`config.mk`:
```
export PLATFORM = sky130hd
export DESIGN_NAME = prog_loader
export DESIGN_NICKNAME = d
export VERILOG_FILES = /design/src/rtl/prog_loader.sv
export SDC_FILE = /design/constraint.sdc
export NUM_CORES = 1
export LEC_CHECK = 0
export BUFFER_PORTS_ARGS = -buffer_cell sky130_fd_sc_hd__buf_2
export CORE_MARGIN = 2
export CORE_UTILIZATION = 53
export DETAILED_ROUTE_END_ITERATION = 10
export PLACE_DENSITY = 0.8
export SYNTH_ARGS = -nofsm -noshare
export SYNTH_HDL_FRONTEND = slang
export SYNTH_SLANG_ARGS = --single-unit
export TNS_END_PERCENT = 30
```
`constraint.sdc`:
```
create_clock -name clk -period 6 [get_ports clk]
set_input_delay 1.8 -clock clk [delete_from_list [all_inputs] [get_ports clk]]
set_output_delay 1.8 -clock clk [all_outputs]
set_load 0.02 [all_outputs]
```
`src/rtl/prog_loader.sv`:
```
// prog_loader
// Loads a program from a valid/ready word stream into the instruction ROM
// write port, then sequences CPU reset/go so the CPU starts at the base
// address. The loader tracks CPU halt so that a new program can be loaded
// with a restart pulse instead of a global reset.
//
// Ports
//   clk, reset            clock, synchronous active-high reset
//   s_valid/s_ready       word stream handshake
//   s_data, s_last        instruction word, final-word marker
//   base_addr             byte address of the first word and CPU start PC
//   restart               pulse: abandon current activity and start a new load
//   mem_we/addr/wdata     ROM write port, one write per accepted word
//   cpu_reset, cpu_go     CPU sequencing
//   cpu_start_pc          PC the CPU starts from (base captured for this load)
//   cpu_halt              CPU reports halted
//   word_count, checksum  words written and their modular sum for this load
//   load_err              program exceeded DEPTH words
//   busy                  loading or releasing the CPU
module prog_loader #(
   parameter int DATA_W    = 32,
   parameter int ADDR_W    = 32,
   parameter int DEPTH     = 32,
   parameter int ZERO_TERM = 1,
   localparam int CNT_W    = $clog2(DEPTH + 1)
) (
   input  logic              clk,
   input  logic              reset,
   input  logic              s_valid,
   output logic              s_ready,
   input  logic [DATA_W-1:0] s_data,
   input  logic              s_last,
   input  logic [ADDR_W-1:0] base_addr,
   input  logic              restart,
   output logic              mem_we,
   output logic [ADDR_W-1:0] mem_addr,
   output logic [DATA_W-1:0] mem_wdata,
   output logic              cpu_reset,
   output logic              cpu_go,
   output logic [ADDR_W-1:0] cpu_start_pc,
   input  logic              cpu_halt,
   output logic [CNT_W-1:0]  word_count,
   output logic [DATA_W-1:0] checksum,
   output logic              load_err,
   output logic              busy
);

   localparam logic [CNT_W-1:0]  DEPTH_C = CNT_W'(DEPTH);
   localparam logic [CNT_W-1:0]  ONE_C   = CNT_W'(1);
   localparam logic [ADDR_W-1:0] STRIDE  = ADDR_W'(DATA_W / 8);
   localparam logic              ZT      = 1'(ZERO_TERM);

   typedef enum logic [2:0] {
      ST_LOAD    = 3'd0,
      ST_RELEASE = 3'd1,
      ST_RUN     = 3'd2,
      ST_HALTED  = 3'd3,
      ST_ERROR   = 3'd4
   } state_t;

   state_t state;
   state_t next_state;

   logic              do_restart;
   logic              handshake;
   logic              room;
   logic              end_word;
   logic [ADDR_W-1:0] start_eff;

   logic              next_ready;
   logic              next_go;
   logic              next_cpu_reset;
   logic              next_busy;
   logic              next_err;
   logic              next_we;
   logic [ADDR_W-1:0] next_addr;
   logic [CNT_W-1:0]  next_count;
   logic [DATA_W-1:0] next_sum;
   logic [ADDR_W-1:0] next_start;

   // Per-beat decode of the stream and of restart.
   always_comb begin
      // restart is deliberately ignored while the CPU is running
      do_restart = restart && (state != ST_RUN);
      handshake  = s_valid && s_ready && (state == ST_LOAD);
      room       = (word_count < DEPTH_C);
      end_word   = s_last || (ZT && (s_data == {DATA_W{1'b0}}));
      // Until the first word is taken the start PC follows base_addr live,
      // so the first write uses the value sampled on that same edge.
      if (word_count == {CNT_W{1'b0}}) begin
         start_eff = base_addr;
      end else begin
         start_eff = cpu_start_pc;
      end
   end

   // State register.
   always_ff @(posedge clk) begin
      if (reset) begin
         state <= ST_LOAD;
      end else begin
         state <= next_state;
      end
   end

   // Next-state logic.
   always_comb begin
      next_state = state;
      if (do_restart) begin
         next_state = ST_LOAD;
      end else begin
         case (state)
            ST_LOAD: begin
               if (handshake) begin
                  if (!room) begin
                     next_state = ST_ERROR;
                  end else if (end_word) begin
                     next_state = ST_RELEASE;
                  end else begin
                     next_state = ST_LOAD;
                  end
               end else begin
                  next_state = ST_LOAD;
               end
            end
            ST_RELEASE: next_state = ST_RUN;
            ST_RUN: begin
               if (cpu_halt) begin
                  next_state = ST_HALTED;
               end else begin
                  next_state = ST_RUN;
               end
            end
            ST_HALTED: next_state = ST_HALTED;
            ST_ERROR:  next_state = ST_ERROR;
            default:   next_state = ST_LOAD;
         endcase
      end
   end

   // Output logic: values every registered output takes at the next edge.
   always_comb begin
      next_ready     = (next_state == ST_LOAD);
      next_go        = (next_state == ST_RELEASE) || (next_state == ST_RUN);
      next_cpu_reset = (next_state == ST_LOAD) || (next_state == ST_RELEASE) ||
                       (next_state == ST_ERROR);
      next_busy      = (next_state == ST_LOAD) || (next_state == ST_RELEASE);
      next_err       = (next_state == ST_ERROR);
      next_we        = handshake && room && !do_restart;
      next_addr      = start_eff + (ADDR_W'(word_count) * STRIDE);
      next_count     = word_count;
      next_sum       = checksum;
      next_start     = cpu_start_pc;
      if (do_restart) begin
         next_count = {CNT_W{1'b0}};
         next_sum   = {DATA_W{1'b0}};
      end else if (state == ST_LOAD) begin
         next_start = start_eff;
         if (next_we) begin
            next_count = word_count + ONE_C;
            next_sum   = checksum + s_data;
         end else begin
            next_count = word_count;
            next_sum   = checksum;
         end
      end else begin
         next_count = word_count;
         next_sum   = checksum;
      end
   end

   // Output and datapath registers.
   always_ff @(posedge clk) begin
      if (reset) begin
         s_ready      <= 1'b0;
         mem_we       <= 1'b0;
         mem_addr     <= {ADDR_W{1'b0}};
         mem_wdata    <= {DATA_W{1'b0}};
         cpu_reset    <= 1'b1;
         cpu_go       <= 1'b0;
         cpu_start_pc <= {ADDR_W{1'b0}};
         word_count   <= {CNT_W{1'b0}};
         checksum     <= {DATA_W{1'b0}};
         load_err     <= 1'b0;
         busy         <= 1'b1;
      end else begin
         s_ready      <= next_ready;
         mem_we       <= next_we;
         cpu_reset    <= next_cpu_reset;
         cpu_go       <= next_go;
         cpu_start_pc <= next_start;
         word_count   <= next_count;
         checksum     <= next_sum;
         load_err     <= next_err;
         busy         <= next_busy;
         if (next_we) begin
            mem_addr  <= next_addr;
            mem_wdata <= s_data;
         end
      end
   end

endmodule
```
======== Word-level counts from Yosys, hierarchy flattened ========
Index checks and enable logic that the tools add are counted.
word-level totals
  bits in registers ....................... 143
  bits of input ports ..................... 70
  logic and storage cells ................. 49
operators by class
  add/subtract/negate cells ............... 3
  order comparisons ....................... 1
  equality and inequality tests ........... 8
  multiplexer cells ....................... 7
  bitwise operators ....................... 1
  reduce and logical (&&, ||, !) cells .... 17
operator list
  kind                                                                   number
  32-bit adder                                                           1
  32-bit by 8-bit adder with 32-bit output                               1
  32-bit logical NOT                                                     1
  32-bit two-way mux                                                     1
  3-bit one-hot mux with 5 select lines                                  1
  3-bit by 2-bit equality test with 1-bit output, second input constant  3
  3-bit two-way mux                                                      3
  6-bit by 1-bit adder with 6-bit output, second input constant          1
  3-bit by 1-bit equality test with 1-bit output, second input constant  2
  3-bit equality test, second input constant                             2
  3-bit logical NOT                                                      2
  6-bit logical NOT                                                      1
  6-bit < comparator, second input constant                              1
  1-bit logical AND                                                      5
  1-bit logical OR                                                       4
  2-bit AND reduction                                                    2
  3-bit by 2-bit != test with 1-bit output, second input constant        1
  1-bit two-way mux                                                      2
  2-bit OR reduction                                                     1
  1-bit logical NOT                                                      1
  1-bit NOT                                                              1

======== Logic depth before layout (Yosys ltp) ========
  depth after elaboration ................. 10
  gate-level depth with buffers ........... 23
  depth with buffers taken out ............ 17

======== Least setup slack after synthesis ========
Ideal clock, no wire load.
  path type ............................... register to register
  from .................................... register word_count[5]
  to ...................................... register mem_addr[31]
  arrival time ............................ 4168 ps
  data required time ...................... 5877 ps
  path slack .............................. 1709 ps
  stages on the path, launching flop included .. 20
  buffers on the path ..................... 5
  cells stage by stage .................... dfxtp_1 > nor4_4 > and2_1 > buf_4 > buf_4 > buf_2 > buf_2 > buf_2 > mux2i_1 > inv_1 > ha_1 > a21o_1 > a21oi_1 > o21a_1 > nor4_4 > nand2_2 > or2_4 > nor3_2 > xor2_1 > o21ai_0
on the way
  word-level cells in the longest chain between the ends .. 3
ends and longest elaborated chain
  element                                   line  text
  start: declaration                        42    output logic [CNT_W-1:0] word_count,
  start signal: assignment                  182   word_count <= {CNT_W{1'b0}};
  start signal: assignment                  192   word_count <= next_count;
  6-bit logical NOT                         90    if (word_count == {CNT_W{1'b0}}) begin
  32-bit two-way mux                        90
  via start_eff[3]                          68    logic [ADDR_W-1:0] start_eff;
  32-bit by 8-bit adder with 32-bit output  150   next_addr = start_eff + (ADDR_W'(word_count) * STRIDE);
  end signal: assignment                    177   mem_addr <= {ADDR_W{1'b0}};
  end signal: assignment                    197   mem_addr <= next_addr;
  end: declaration                          36    output logic [ADDR_W-1:0] mem_addr,
The timed path passes the listed nets, and every way through them passes these cells.
A chain may end at the register's enable or synchronous reset.

======== Worst setup path in the final report ========
  from .................................... register word_count[5]
  to ...................................... register mem_addr[28]
The elaborated chain is that of the path after synthesis.

==> impl_metrics.env <==
export IMPL_synth_area_sq_um=7730
export IMPL_initial_core_util_pct=53.8
export IMPL_insertion_delay_ps=420
export IMPL_setup_ws_ps=1710
export IMPL_power_internal_mw=1.87
export IMPL_ctsHtreeMaxLevel=4
export IMPL_nets=1289
export IMPL_drv_cap=0
export IMPL_vias=8059
export IMPL_dieArea_sq_um=15600
export IMPL_slew_headroom_pct=34.4
export IMPL_tritoncts="yes"
export IMPL_diodes=0
export IMPL_synth_top_flop_cell="dfxtp_1"
export IMPL_fp_row_count=44
export IMPL_swShare_pct=28.0
export IMPL_p_comb_share_pct=16.9
export IMPL_yosys_warnings=0
export IMPL_max_stage_delay_ps=770
export IMPL_multi_input_area_sq_um=4600
export IMPL_track_usage_pct=28.8
export IMPL_start_kind="flop"
export IMPL_syn_inst=998
export IMPL_setup_viol=0
export IMPL_grt_start_max_net_pins=64
export IMPL_place_gp_congestion=0.934
export IMPL_worstMarginPinSlew_ps=984
export IMPL_syn_avg_cell_area_sq_um=7.75
export IMPL_synth_seq_area_share_pct=37.0
export IMPL_fin_crit_sh_pct=71.5
export IMPL_max_vdd_ir_drop_mv=0.180
export IMPL_portBuffers=209
export IMPL_cts_resized=0
export IMPL_fp_dieH_um=125
export IMPL_cts_setup_buffers=0
export IMPL_clk_pin_slew_ps=60
export IMPL_p_leak_nw=4.33
export IMPL_p_seq_share_pct=39.9
export IMPL_crit_chain="nor4_4 > nand2_1 > nand2_1 > nand2_1 > ha_1 > inv_1 > fa_1 > nor2b_1 > o21ai_0 > a21oi_1 > o21a_1 > o2111ai_1 > nor3_1 > xnor2_1 > nand2_1 > a21oi_1"
export IMPL_cp_arrival_ps=4630
export IMPL_switchingPower_uw=727
export IMPL_ys_types=56
export IMPL_skew_ps=8.36
export IMPL_setup_tns_ps=0
export IMPL_final_fill_count=1224
export IMPL_dp_hpwl_um=16300
export IMPL_synth_seq_cells=143
export IMPL_powerDensity_nw_per_um2=273
export IMPL_min_period_ps=4290
export IMPL_drt_iter0_drc=595
export IMPL_pre_cts_slack_ps=1440
export IMPL_synth_edff_count=0
export IMPL_hold_class="flop to flop"
export IMPL_cts_sinks=143
export IMPL_hold_buffers=0
export IMPL_crit_top_cell="nand2_1"
export IMPL_rsz0062_at_grt="no"
export IMPL_area_delta_synth_final_pct=22.7
export IMPL_wl_per_cell_um=16.6
export IMPL_clock_power_share_pct=43.2
export IMPL_ios=210
export IMPL_path_max_fanout=18
export IMPL_status="complete, no violations"
export IMPL_end_kind="flop"
export IMPL_drtAntennaViolNets=0
export IMPL_cts_root_buf="clkbuf_16"
export IMPL_ys_async_sr_fraction_pct=0
export IMPL_synth_fp_nets=1109
export IMPL_cts_path_max_buffers=2
export IMPL_final_hold_viol_count=0
export IMPL_drive_above_1_share_pct=21.8
export IMPL_drv_slew=0
export IMPL_grt_ovfl_total=0
export IMPL_numCtsBuffers=17
export IMPL_antenna_found_initial=0
export IMPL_worst_setup_path_type="flop to flop"
export IMPL_drc=0
export IMPL_finish_utilization_pct=66.1
export IMPL_grt_pass1_wl_um=36800
export IMPL_required_ps=6340
export IMPL_first_global_vias=7490
export IMPL_dieWidth_um=125
export IMPL_core_sq_um=14400
export IMPL_first_pass_iters=5
export IMPL_wirelength_um=22900
export IMPL_critical_path_slowest_cell="o2111ai_1"
export IMPL_via_per_inst=5.86
export IMPL_ff_latch_area_sq_um=2860
export IMPL_fmax_mhz=233
-- power by group through the flow --
stage	clock (mW)	sequential [mW]	combinational [mW]
after detailed placement	0	1.05	0.429
after global placement	0	1.05	0.423
final	1.12	1.03	0.437
after CTS	1.13	1.03	0.433
after floorplan	0	1.10	0.233
after global routing	1.18	1.04	0.475
-- state kept, by name (all words and copies together), names as in the netlist --
name          cells
mem_wdata        32
busy              1
cpu_reset         1
mem_we            1
mem_addr         32
cpu_go            1
checksum         32
cpu_start_pc     32
word_count        6
state             3
s_ready           1
load_err          1
-- per-layer routing --
metal / vias to the layer above / track usage, % / part of all wire, % / wire length, um
met5: - / 0 / 0 / 0
met4: 0 / 10.3 / 2.7 / 613
met3: 51 / 4.85 / 7.0 / 1610
met2: 356 / 48.9 / 47 / 10800
met1: 3782 / 36.8 / 43 / 9850
li1: 3870 / - / - / -
-- worst paths after layout --
| path | slack [ps] | depth (start not counted) | from | end |
|---|---|---|---|---|
| setup reg to reg | 1710 | 16 | word_count[5] | mem_addr[28] |
| hold reg to reg | 450 | 2 | mem_addr[10] | mem_addr[10] |
| setup / recovery | 1710 | 16 | word_count[5] | mem_addr[28] |
| hold / removal | 450 | 2 | mem_addr[10] | mem_addr[10] |
-- layout by cell type, fill, tap and decap left out, drive strengths merged, types with 13 or more instances in the layout --
cell type / n
buf: 217
clkbuf: 22
inv: 18
mux2i: 23
dfxtp: 143
o21ai: 53
xor2: 16
or3: 13
nand2: 211
a21oi: 131
a211oi: 22
nand3: 31
nor4: 13
xnor2: 32
nor2: 61
ha: 39
nor3: 16
-- cells by family after synthesis --
logic type               synth area share [%]
multiplexers                             2.98
flip-flops                               37.0
XOR/XNOR                                 5.44
AND/OR/NAND/NOR                          23.6
AO/OA/AOI/OAI                            20.4
buffers and inverters                    3.74
adder cells (fa/ha/maj)                  6.83
-- stage by stage --
step	power, mW	instances	instance area [sq um]	hold WS, ps
2_1_floorplan	1.34	998	7730	530
3_3_place_gp	1.48	1343	8870	439
3_5_place_dp	1.48	1343	8870	440
4_1_cts	2.60	1375	9490	449
5_1_grt	2.70	1375	9490	472
6_report	2.59	1375	9490	448
-- area by class of cell --
cell class,instances,area share (%)
clock buffer,22,4.89
clock inverter,10,1.69
inverter,18,0.712
multi-input combinational,781,48.5
sequential,143,30.2
tap,184,2.42
timing repair buffer,217,11.7
-- Yosys cell counts (2+ instances only) --
library cell	number	area share [%]
xor2_1	16	1.8
buf_2	3	0.19
or2_4	2	0.23
xnor2_1	32	3.6
a311oi_1	8	0.91
a211oi_1	22	2.1
o31ai_1	4	0.39
or3_1	13	1.1
and3b_1	3	0.34
nand2b_1	5	0.40
nand3b_1	6	0.58
nor3_1	14	0.91
o21ai_1	3	0.19
ha_1	39	6.3
o21ai_0	50	3.2
mux2i_1	23	3.0
a21o_1	11	1.1
nor2b_1	9	0.73
a21oi_1	131	8.5
o211ai_1	5	0.49
fa_1	2	0.52
dfxtp_1	143	37
o21a_1	8	0.78
a2111oi_0	2	0.23
a31oi_1	11	0.89
buf_4	2	0.19
o21bai_1	5	0.49
nor2_1	61	3.0
nand2_1	210	10
nor4_4	2	0.55
and2_1	4	0.32
inv_1	18	0.87
clkbuf_1	49	2.4
nor4_1	11	0.89
nand4_1	11	0.89
nand3_1	31	2.0
buf_1	2	0.097
nor3_2	2	0.26
and3_1	8	0.65
-- critical path, delay by kind of cell (launching register included) --
family                   cells  cell delay (ps)
XOR/XNOR                     1              180
flip-flops                   1              420
adder cells (fa/ha/maj)      2              390
buffers and inverters        1               70
AND/OR/NAND/NOR              7             1660
AO/OA/AOI/OAI                5             1500
Note: power is estimated with default switching activity, not from simulation.
